[config.mk]
export PLATFORM = sky130hd
export DESIGN_NAME = mux_4a1_sincronico
export DESIGN_NICKNAME = d
export VERILOG_FILES = /design/src/rtl/mux_4a1_sincronico.sv
export SDC_FILE = /design/constraint.sdc
export NUM_CORES = 1
export LEC_CHECK = 0
export CAP_MARGIN = 5
export CORE_AREA = 2 2 62 64
export CTS_BUF_LIST = sky130_fd_sc_hd__clkbuf_8
export DETAILED_ROUTE_END_ITERATION = 7
export DIE_AREA = 0 0 64 66
export PLACE_DENSITY = 0.92
export SLEW_MARGIN = 5
export SYNTH_ARGS = -nofsm -noshare
export SYNTH_HDL_FRONTEND = slang
export SYNTH_SLANG_ARGS = --single-unit
[constraint.sdc]
create_clock -name clk_4f -period 2.05 [get_ports clk_4f]
set_input_delay 0.205 -clock clk_4f [delete_from_list [all_inputs] [get_ports clk_4f]]
set_output_delay 0.205 -clock clk_4f [all_outputs]
set_load 0.02 [all_outputs]
[src/rtl/mux_4a1_sincronico.sv]
// Time-multiplexes four 8-bit lanes onto one lane, running on clk_4f.
// Lanes 1..3 are held from the cnt==0 sample edge; lane 0 passes straight through on that edge.
module mux_4a1_sincronico #(
  parameter int BUS_WIDTH = 8
) (
  input  logic                 clk_4f,
  input  logic                 reset,
  input  logic [BUS_WIDTH-1:0] data_0,
  input  logic [BUS_WIDTH-1:0] data_1,
  input  logic [BUS_WIDTH-1:0] data_2,
  input  logic [BUS_WIDTH-1:0] data_3,
  input  logic                 valid_0,
  input  logic                 valid_1,
  input  logic                 valid_2,
  input  logic                 valid_3,
  output logic [BUS_WIDTH-1:0] data_out,
  output logic                 valid_out,
  output logic [1:0]           lane_sel
);

  logic [1:0]           r_cnt;
  logic [BUS_WIDTH-1:0] r_hold_d1;
  logic [BUS_WIDTH-1:0] r_hold_d2;
  logic [BUS_WIDTH-1:0] r_hold_d3;
  logic                 r_hold_v1;
  logic                 r_hold_v2;
  logic                 r_hold_v3;

  logic [BUS_WIDTH-1:0] w_lane_d;
  logic                 w_lane_v;
  logic [BUS_WIDTH-1:0] w_next_d;

  // Select the lane for the current phase; invalid lanes are forced to zero.
  always_comb begin
    w_lane_d = '0;
    w_lane_v = 1'b0;
    case (r_cnt)
      2'd0: begin
        w_lane_d = data_0;
        w_lane_v = valid_0;
      end
      2'd1: begin
        w_lane_d = r_hold_d1;
        w_lane_v = r_hold_v1;
      end
      2'd2: begin
        w_lane_d = r_hold_d2;
        w_lane_v = r_hold_v2;
      end
      2'd3: begin
        w_lane_d = r_hold_d3;
        w_lane_v = r_hold_v3;
      end
      default: begin
        w_lane_d = '0;
        w_lane_v = 1'b0;
      end
    endcase
    if (w_lane_v) begin
      w_next_d = w_lane_d;
    end else begin
      w_next_d = '0;
    end
  end

  // Phase counter, lane sampling and registered outputs.
  always_ff @(posedge clk_4f) begin
    if (!reset) begin
      r_cnt     <= 2'd0;
      r_hold_d1 <= '0;
      r_hold_d2 <= '0;
      r_hold_d3 <= '0;
      r_hold_v1 <= 1'b0;
      r_hold_v2 <= 1'b0;
      r_hold_v3 <= 1'b0;
      data_out  <= '0;
      valid_out <= 1'b0;
      lane_sel  <= 2'd0;
    end else begin
      r_cnt <= r_cnt + 2'd1;
      if (r_cnt == 2'd0) begin
        r_hold_d1 <= data_1;
        r_hold_d2 <= data_2;
        r_hold_d3 <= data_3;
        r_hold_v1 <= valid_1;
        r_hold_v2 <= valid_2;
        r_hold_v3 <= valid_3;
      end else begin
        r_hold_d1 <= r_hold_d1;
        r_hold_d2 <= r_hold_d2;
        r_hold_d3 <= r_hold_d3;
        r_hold_v1 <= r_hold_v1;
        r_hold_v2 <= r_hold_v2;
        r_hold_v3 <= r_hold_v3;
      end
      data_out  <= w_next_d;
      valid_out <= w_lane_v;
      lane_sel  <= r_cnt;
    end
  end

endmodule
==> out/qor.csv <==
stage,metric,value,unit
routing,Avg WL per Cell,13.5,microns
place,Port Buffers,48,
place,hpwl dp,2540,microns
pwr,Flop pwr share,51.7,%
cts,CTS tree,yes,
cts,"Clk Latency, worst-skew pair",290,ps
die,die height,66,microns
final_layout,fillcell total,286,
final_layout,most frequent cells in the layout,"clkdlybuf4s50_1, dfxtp_1, nor2b_1",
die,Die Span X,64,microns
setup_path,CP endpoint kind,register,
synthesis,Gate Count Post-Synth,153,
cts,CTS H-tree depth,2,
synthesis,Synth cell types,16,
cts,hold_buf cts,0,
grt,vias in the first global route,1233,
timing,Relative slew margins,73.6,%
routing,DRC,0,
final_layout,layout cells sized above 1,6.44,%
final_layout,n_diodes,0,
final_layout,area delta synth->final,34.9,%
setup_path,CP startpoint kind,register,
cts,CTS resizes,0,
timing,Tmin final,1640,ps
timing,Layout Skew,5.90,ps
final_layout,Multi-input gate area,748,sq um
routing,Vias/cell,4.80,
job,max-cap viol count,0,
routing,Post-Route WL,3380,microns
die,Row Count,22,
synthesis,sequential area share after synthesis,48.0,%
setup_path,"Max FO, Critical Path",9,
synthesis,Post-Syn Area per Cell,10.9,sq um
final_layout,"commonest non-fill, non-tap cell in the layout",clkdlybuf4s50_1,
timing,Final Hold Viols,0,
pwr,NetSw,0.438,mW
timing,highest clock rate,0.611,GHz
cts,Clock Tree Root,clkbuf_8,
die,core area,3550,sq um
grt,gr ovfl total,0,
cts,Longest Clk Path Bufs,2,
setup_path,worst endpoint required time,2210,ps
timing,setup TNS,0,ps
routing,drt pass-1 iters,4,
timing,Pins Over Slew Limit,0,
final_layout,total area of sequential cells,801,sq um
pwr,Worst IR Drop VDD,0.422,mV
cts,total CTS buffers,5,
die,Top-Level Pins,49,
routing,Antenna Nets Post-Route,0,
synthesis,Post-Syn Nets,196,
timing,final period utilization,79.9,%
final_layout,Final #Nets,245,
setup_path,register-to-register setup slack,410,ps
grt,gr usage total,17.8,%
setup_path,critical path class,reg -> reg,
timing,Final setup viols,0,
routing,First DRT Iteration DRCs,41,
setup_path,Worst EP arrival,1790,ps
place,routability cong.,0.778,
min_path,worst min path class,in -> reg,
cts,clock sinks,40,
synthesis,"FF+latch count, synth",40,
pwr,internal power,1.27,mW
grt,largest net degree at the start of global routing,19,
timing,RSZ-0062 raised after global routing,no,
pwr,Net Sw Frac,25.7,%
pwr,pwr dens,758,nW/um^2
pwr,Static Leak,0.958,nW
synthesis,"Warnings, synthesis",0,
pwr,Clock Power Share,27.5,%
pwr,combinational share of power,20.8,%
grt,antenna violations before repair,0,
die,die area,4220,sq um
synthesis,mapped cell area,1670,sq um
cts,"CTS clk-pin slew, worst paths",70,ps
cts,postcts setup bufs,0,
routing,vias,1201,
status,status,"finished, final reports clean",
die,Initial Utilization,47.0,%
grt,global-route wire length before repair,5640,microns
timing,slew of the pin with the lowest slew margin,396,ps
pwr,total power draw,1.71,mW
[registers in the layout (all words and copies together), names as in the netlist]
name and cells:
data_out 8, r_hold_d1 8, r_hold_d2 8, r_hold_d3 8, lane_sel 2, r_cnt 2
r_hold_v1 1, r_hold_v2 1, r_hold_v3 1, valid_out 1
[area by class of cell]
type / count / share of cell area [%]
clock inverters: 2 / 0.389
clock buffers: 5 / 3.06
flip-flops and latches: 40 / 35.6
multi-input cells: 90 / 33.3
inverters: 12 / 2.00
repair buffers: 53 / 23.0
well taps: 48 / 2.67
[through the flow]
stage	instance area, sq um	instances	util (%)	hold slack (ps)	setup slack, ps
finish	2250	250	63.4	492	413
global placement	2170	243	61.2	470	524
floorplan	1670	153	-	333	621
CTS	2250	250	63.4	496	404
global route	2250	250	63.4	498	280
detailed placement	2170	243	61.2	503	411
[synth_stat cells (all sizes together)]
library cell,number,area share [%]
buf,8,3.8
and2,3,1.1
a22o,1,1.1
a221oi,8,4.2
a21oi,8,2.4
a21o,1,0.45
ha,5,3.8
o221ai,1,1.6
clkbuf,3,0.68
inv,12,2.7
mux2i,27,16
a22oi,8,3.6
dfxtp,40,48
nor2b,28,11
[critical path, cell delays in order (launching register included)]
cell	delay (ps)
dfxtp_1	400
inv_1	100
ha_1	340
a22o_4	280
o221ai_4	290
a221oi_1	90
[path summary, 6_finish.rpt]
kind / cells past startpoint / from / endpoint
worst max register to register: 5 / r_cnt[0] / data_out[5]
worst max-delay path: 5 / r_cnt[0] / data_out[5]
worst min-delay path: 3 / data_0[0] / data_out[0]
worst min register to register: 1 / r_cnt[0] / r_cnt[0]
[power by group through the flow]
stage | Sequential, mW | Combinational (mW) | Clock, mW
after global routing | 0.886 | 0.388 | 0.522
after global placement | 0.896 | 0.348 | 0
after CTS | 0.881 | 0.359 | 0.475
final | 0.881 | 0.355 | 0.469
after floorplan | 0.906 | 0.204 | 0
after detailed placement | 0.898 | 0.358 | 0
[layer usage]
| layer | GRT usage (%) | wire length, microns | vias up |
|---|---|---|---|
| li1 | - | - | 621 |
| met1 | 21.5 | 1500 | 536 |
| met2 | 29.4 | 1650 | 36 |
| met3 | 4.60 | 171 | 8 |
| met4 | 8.97 | 63 | 0 |
| met5 | 0 | 0 | - |
[cell families after synthesis]
| family | count (synthesis) | share of synthesized area (%) |
|---|---|---|
| adder cells (fa/ha/maj) | 5 | 3.75 |
| buffers and inverters | 23 | 7.13 |
| multiplexers | 27 | 16.2 |
| AO/OA/AOI/OAI | 27 | 13.3 |
| AND/OR/NAND/NOR | 31 | 11.6 |
| flip-flops | 40 | 48.0 |
Power figures use the tool's default switching activity.
